===== src/rtl/mips_pkg.sv =====
// Shared MIPS pipeline types: register address, data word and the hardwired-zero register index.
package mips_pkg;

    localparam int REG_ADDR_W = 5;
    localparam int WORD_W     = 32;

    typedef logic [REG_ADDR_W-1:0] reg_addr_t;
    typedef logic [WORD_W-1:0]     word_t;

    localparam reg_addr_t REG_ZERO = 5'd0;

endpackage


===== src/rtl/regfile_scoreboard_sb_counter.sv =====
// Saturating up/down pending-write counter for one register; ovf_o/unf_o pulse combinationally
// when an unmatched inc/dec hits a saturated bound (the counter then holds).
module sb_counter #(
    parameter int CNT_W = 3
) (
    input  logic             clk,
    input  logic             reset,
    input  logic             inc_i,
    input  logic             dec_i,
    output logic [CNT_W-1:0] cnt_o,
    output logic             ovf_o,
    output logic             unf_o
);

    localparam logic [CNT_W-1:0] CNT_MAX = '1;

    logic [CNT_W-1:0] cnt_q;
    logic [CNT_W-1:0] cnt_d;

    // A matched inc+dec in one cycle is a net no-op and never flags an error.
    always_comb begin
        cnt_d = cnt_q;
        ovf_o = 1'b0;
        unf_o = 1'b0;
        if (inc_i && !dec_i) begin
            if (cnt_q == CNT_MAX) begin
                ovf_o = 1'b1;
            end else begin
                cnt_d = cnt_q + CNT_W'(1);
            end
        end else if (dec_i && !inc_i) begin
            if (cnt_q == '0) begin
                unf_o = 1'b1;
            end else begin
                cnt_d = cnt_q - CNT_W'(1);
            end
        end
    end

    always_ff @(posedge clk) begin
        if (reset) begin
            cnt_q <= '0;
        end else begin
            cnt_q <= cnt_d;
        end
    end

    assign cnt_o = cnt_q;

endmodule


===== src/rtl/regfile_scoreboard.sv =====
// Register file with zero-latency reads, 1-cycle writes and a per-register pending-write scoreboard.
// Define REGFILE_BYPASS_EN for write-first reads and busy release on the retiring cycle.
module regfile_scoreboard
    import mips_pkg::*;
#(
    parameter int  NUM_REGS = 32,
    parameter int  DATA_W   = 32,
    parameter int  CNT_W    = 3,
    localparam int ADDR_W   = $clog2(NUM_REGS)
) (
    input  logic              clk,
    input  logic              reset,
    input  logic [ADDR_W-1:0] rs_addr,
    input  logic [ADDR_W-1:0] rt_addr,
    output logic [DATA_W-1:0] rs_data,
    output logic [DATA_W-1:0] rt_data,
    output logic              rs_busy,
    output logic              rt_busy,
    input  logic              issue_valid,
    input  logic [ADDR_W-1:0] issue_dst,
    input  logic              wb_regwrite,
    input  logic [ADDR_W-1:0] wb_write_reg,
    input  logic [DATA_W-1:0] wb_data,
    output logic              sb_overflow,
    output logic              sb_underflow
);

    localparam logic [ADDR_W-1:0] ZERO_ADDR = ADDR_W'(REG_ZERO);
    localparam logic [CNT_W-1:0]  CNT_ONE   = CNT_W'(1);

    logic [DATA_W-1:0] mem_q [NUM_REGS];
    logic [CNT_W-1:0]  cnt [NUM_REGS];
    logic [NUM_REGS-1:0] ovf_vec;
    logic [NUM_REGS-1:0] unf_vec;
    logic sb_ovf_q;
    logic sb_unf_q;
    logic wb_en;

    assign wb_en = wb_regwrite && (wb_write_reg != ZERO_ADDR);

    always_ff @(posedge clk) begin
        if (reset) begin
            for (int i = 0; i < NUM_REGS; i++) begin
                mem_q[i] <= '0;
            end
        end else if (wb_en) begin
            mem_q[wb_write_reg] <= wb_data;
        end
    end

    // r0 has no counter: it can never be busy and never flags an error.
    for (genvar r = 0; r < NUM_REGS; r++) begin : g_reg
        if (r == 0) begin : g_zero
            assign cnt[r]     = '0;
            assign ovf_vec[r] = 1'b0;
            assign unf_vec[r] = 1'b0;
        end else begin : g_cnt
            sb_counter #(
                .CNT_W (CNT_W)
            ) u_cnt (
                .clk   (clk),
                .reset (reset),
                .inc_i (issue_valid && (issue_dst == ADDR_W'(r))),
                .dec_i (wb_regwrite && (wb_write_reg == ADDR_W'(r))),
                .cnt_o (cnt[r]),
                .ovf_o (ovf_vec[r]),
                .unf_o (unf_vec[r])
            );
        end
    end

    always_ff @(posedge clk) begin
        if (reset) begin
            sb_ovf_q <= 1'b0;
            sb_unf_q <= 1'b0;
        end else begin
            sb_ovf_q <= sb_ovf_q | (|ovf_vec);
            sb_unf_q <= sb_unf_q | (|unf_vec);
        end
    end

    assign sb_overflow  = sb_ovf_q;
    assign sb_underflow = sb_unf_q;

`ifdef REGFILE_BYPASS_EN
    logic rs_hit;
    logic rt_hit;

    assign rs_hit = wb_en && (wb_write_reg == rs_addr);
    assign rt_hit = wb_en && (wb_write_reg == rt_addr);

    // The last outstanding writer retiring now makes the operand available this cycle.
    always_comb begin
        rs_data = (rs_addr == ZERO_ADDR) ? '0 : (rs_hit ? wb_data : mem_q[rs_addr]);
        rt_data = (rt_addr == ZERO_ADDR) ? '0 : (rt_hit ? wb_data : mem_q[rt_addr]);
        rs_busy = (cnt[rs_addr] != '0) && !(rs_hit && (cnt[rs_addr] == CNT_ONE));
        rt_busy = (cnt[rt_addr] != '0) && !(rt_hit && (cnt[rt_addr] == CNT_ONE));
    end
`else
    always_comb begin
        rs_data = (rs_addr == ZERO_ADDR) ? '0 : mem_q[rs_addr];
        rt_data = (rt_addr == ZERO_ADDR) ? '0 : mem_q[rt_addr];
        rs_busy = (cnt[rs_addr] != '0);
        rt_busy = (cnt[rt_addr] != '0);
    end
`endif

endmodule


===== config.mk =====
export PLATFORM = sky130hd
export DESIGN_NAME = regfile_scoreboard
export DESIGN_NICKNAME = d
export VERILOG_FILES = /design/src/rtl/mips_pkg.sv /design/src/rtl/regfile_scoreboard_sb_counter.sv /design/src/rtl/regfile_scoreboard.sv
export SDC_FILE = /design/constraint.sdc
export NUM_CORES = 2
export LEC_CHECK = 0
export CAP_MARGIN = 30
export CORE_UTILIZATION = 50
export DETAILED_ROUTE_END_ITERATION = 10
export DONT_BUFFER_PORTS = 1
export GPL_ROUTABILITY_DRIVEN = 1
export RECOVER_POWER = 50
export SLEW_MARGIN = 15
export SYNTH_ARGS = -nofsm -noshare
export SYNTH_HDL_FRONTEND = slang
export SYNTH_HIERARCHICAL = 1
export SYNTH_SLANG_ARGS = --single-unit

===== constraint.sdc =====
create_clock -name clk -period 3.2 [get_ports clk]
set_clock_uncertainty 0.2 [all_clocks]
set_input_delay 0.48 -clock clk [delete_from_list [all_inputs] [get_ports clk]]
set_output_delay 0.48 -clock clk [all_outputs]
set_load 0.05 [all_outputs]

==> impl_metrics.json <==
{
  "status": "finished with violations",
  "violations": "capacitance limit, slew limit, setup timing",
  "period_needed_ns": 3.56,
  "yosysSeqAreaShare_pct": 51.5,
  "max_slew.worst_pin.slew_ns": 2.13,
  "synth_cells": 4538,
  "setup_viol_count_final": 100,
  "htreeDepth": 4,
  "core_area_um2": 126000,
  "hp-start": "issue_dst[2]",
  "num_vias": 41382,
  "viasPerCell": 6.44,
  "cts.sinks": 1119,
  "power_frac_comb_pct": 14.0,
  "p_switching_mw": 9.09,
  "final_area_um2": 73700,
  "drv_cap": 7,
  "grt_use_met3_pct": 7.35,
  "synth_top_flop_cell": "edfxtp_1",
  "rsz0062_at_grt": "true",
  "dp_hpwl_um": 117000,
  "io_pins": 124,
  "cts_root_buf": "clkbuf_16",
  "die_w_um": 358,
  "wire_per_inst_um": 32.0,
  "final-hold-violation-count": 0,
  "maxSlewViolCount": 307,
  "dpl_cell_area_um2": 67500,
  "grt_pass1_wl_um": 293000,
  "die_h_um": 358,
  "syn_area_per_cell_um2": 14.0,
  "maxSlewHeadroom_pct": -41.9,
  "die-area_um2": 128000,
  "fill_cells": 9777,
  "async_reset_ff_share_pct": 0,
  "whs_endpoint": "g_reg[16].g_cnt.u_cnt/cnt_o[1]",
  "reg2reg_slack_ns": 1.13,
  "ys_types": 53,
  "drtAntennaViolNets": 0,
  "yosys_register_bits": 1119,
  "fp-row-count": 130,
  "track_usage_pct": 32.3,
  "cp_max_fo": 2,
  "grt_util_met1_pct": 45.0,
  "power.share.sequential_pct": 46.4,
  "synth_warnings": 6,
  "syn_area_um2": 63300,
  "crit_type": "reg -> out",
  "required_ns": 2.52,
  "wl_um": 206000,
  "grt-busiest-layer": "met2",
  "antenna_found_initial": 13,
  "hold_class": "in -> reg",
  "initialDrtViolationCount": 5177,
  "synth-edff-count": 1024,
  "tns_ns": -12.64,
  "clk-insertion-delay-late_ns": 0.77,
  "leakage_nw": 25.0,
  "ir_worst_vdd_uv": 613,
  "gr-usage-met2_pct": 51.2,
  "holdPathStages": 5,
  "area_delta_synth_final_pct": 16.4,
  "layout-drive-gt1-share_pct": 27.6,
  "fin_total_pwr_mw": 36.7,
  "clkTransAtPathRegs_ns": 0.06,
  "first_pass_iters": 5,
  "fin_crit_sh_pct": 111,
  "initial_core_util_pct": 50.4,
  "tritoncts": "built",
  "internal_power_mw": 27.6,
  "fin_nets": 4854,
  "crit_path_end_kind": "output pin",
  "netSwitchingFraction_pct": 24.8,
  "r2r.worst_path.cells": 6,
  "grt_max_degree": 288,
  "max_freq_mhz": 281,
  "rr_startpoint": "g_reg[5].g_cnt.u_cnt/cnt_o[1]",
  "drc_errors": 0,
  "grt_pass1_vias": 40775,
  "post-place-ws_ns": -0.447,
  "reg2reg_to": "sb_overflow",
  "gp_congestion": 0.874,
  "cts_buffer_depth": 3,
  "io_buffers": 0,
  "fin_ws_ns": -0.356,
  "arrival_ns": 2.88,
  "cts_inserted_buffers": 132,
  "start_kind": "register",
  "p_clk_share_pct": 39.6,
  "cellPowerDensity_nw_per_um2": 498,
  "grt-ovfl-total": 0
}
how the worst max path moves through the flow:
stage	from	end	slack, ns	cells past startpoint
4_1_cts	mem_q[27][3]	rt_data[3]	-0.37	7
3_5_place_dp	rt_addr[0]	rt_data[12]	-0.45	6
2_1_floorplan	rt_addr[0]	rt_busy	-0.008	9
5_1_grt	mem_q[27][3]	rt_data[3]	-0.46	7
3_3_place_gp	rt_addr[0]	rt_data[13]	-0.62	6
6_report	mem_q[27][3]	rt_data[3]	-0.36	7
layout make-up:
cell class	count	area [µm²]	share of cell area [%]
antenna	4	10.0	0.0136
sequential	1119	32700	44.4
clock inverter	57	468	0.635
clock buffer	170	3580	4.86
timing repair buffer	360	3960	5.37
tap	1650	2060	2.80
multi-input combinational	2965	30500	41.4
inverter	96	364	0.494
kinds of logic (layout without fill, tap and decap cells):
family          after synthesis  count (layout)  share of synthesized area, %
flops                      1119            1119                          51.5
other cells                   1              36                       0.00592
compound gates              340             340                          3.72
simple gates               1726            1726                          16.5
mux                         712             712                          22.2
buf+inv                     485             683                          3.18
fa+ha+maj                   124             124                          2.45
xor+xnor                     31              31                         0.429
stage by stage:
| stage | cells | utilization [%] | hold slack (ns) |
|---|---|---|---|
| 4_1_cts | 6385 | 58.6 | 0.00854 |
| 2_1_floorplan | 4569 | - | 0.293 |
| 5_1_grt | 6418 | 58.7 | 0.101 |
| 3_3_place_gp | 6091 | 53.6 | 0.323 |
| 6_report | 6421 | 58.7 | 0.0668 |
| 3_5_place_dp | 6096 | 53.7 | 0.320 |
worst max-delay path: stages, from the launching register on:
cell and delay, ns:
edfxtp_1 0.38, mux4_2 0.49, mux2_4 0.30, a2111oi_4 0.32, buf_4 0.22, a221oi_2 0.04, buf_4 0.22, buf_12 0.15
state kept, by name, summed over array words and instances (netlist names):
register / count
mem_q: 1024
sb_underflow: 1
g.g_cnt.u_cnt/cnt_o: 93
sb_overflow: 1
Yosys cell counts (all sizes together), types with 2 or more instances:
library cell / number / share of area, %
nand4b: 2 / 0.028
a221oi: 62 / 0.86
xnor2: 31 / 0.43
nor2b: 89 / 1.2
nand2b: 40 / 0.40
nor4b: 2 / 0.028
nor3: 128 / 1.0
buf: 113 / 0.97
or2: 63 / 0.62
and4: 31 / 0.43
inv: 96 / 0.57
a21o: 32 / 0.38
a21oi: 49 / 0.39
nand4: 6 / 0.059
mux4: 549 / 20
nor2: 169 / 1.0
a211o: 3 / 0.041
and2: 992 / 9.8
o41ai: 2 / 0.028
o21ai: 68 / 0.54
o211ai: 2 / 0.024
o31ai: 3 / 0.036
mux2: 33 / 0.59
a2111oi: 34 / 0.47
dfxtp: 95 / 3.0
o21a: 31 / 0.37
nor4: 95 / 0.94
a211oi: 15 / 0.18
nand2: 51 / 0.30
o311ai: 3 / 0.041
edfxtp: 1024 / 49
nand3: 8 / 0.063
o22ai: 32 / 0.32
nor3b: 35 / 0.41
mux2i: 130 / 2.1
clkbuf: 276 / 1.6
and2b: 10 / 0.12
ha: 124 / 2.4
o2111ai: 2 / 0.028
what timing repair did:
item,CTS,global route
hold buffers,59,0
setup endpoints to repair,66,66
pin swaps,63,18
gates resized for setup,249,73
hold endpoints to repair,1128,0
setup buffers,7,17
placed cells by master, fill, tap and decap left out, types with 94 or more instances in the layout:
| master | n |
|---|---|
| buf_4 | 137 |
| nor3_1 | 124 |
| clkbuf_16 | 139 |
| ha_1 | 124 |
| mux4_2 | 549 |
| inv_1 | 94 |
| edfxtp_1 | 1024 |
| nor2_1 | 152 |
| and2_0 | 152 |
| and2_1 | 840 |
per-layer routing:
layer	wire [µm]	up-vias
li1	-	17581
met4	5960	2
met2	96900	2036
met5	11	-
met3	20500	337
met1	82200	21426
power by group through the flow:
stage	clock [mW]	sequential, mW	combinational, mW
finish	14.5	17.0	5.13
global route	15.2	17.1	5.27
CTS	14.7	17.0	5.06
detailed placement	0	17.3	4.40
global placement	0	17.3	4.39
floorplan	0	17.2	3.12
No activity file was read; power rests on OpenSTA's default activity.
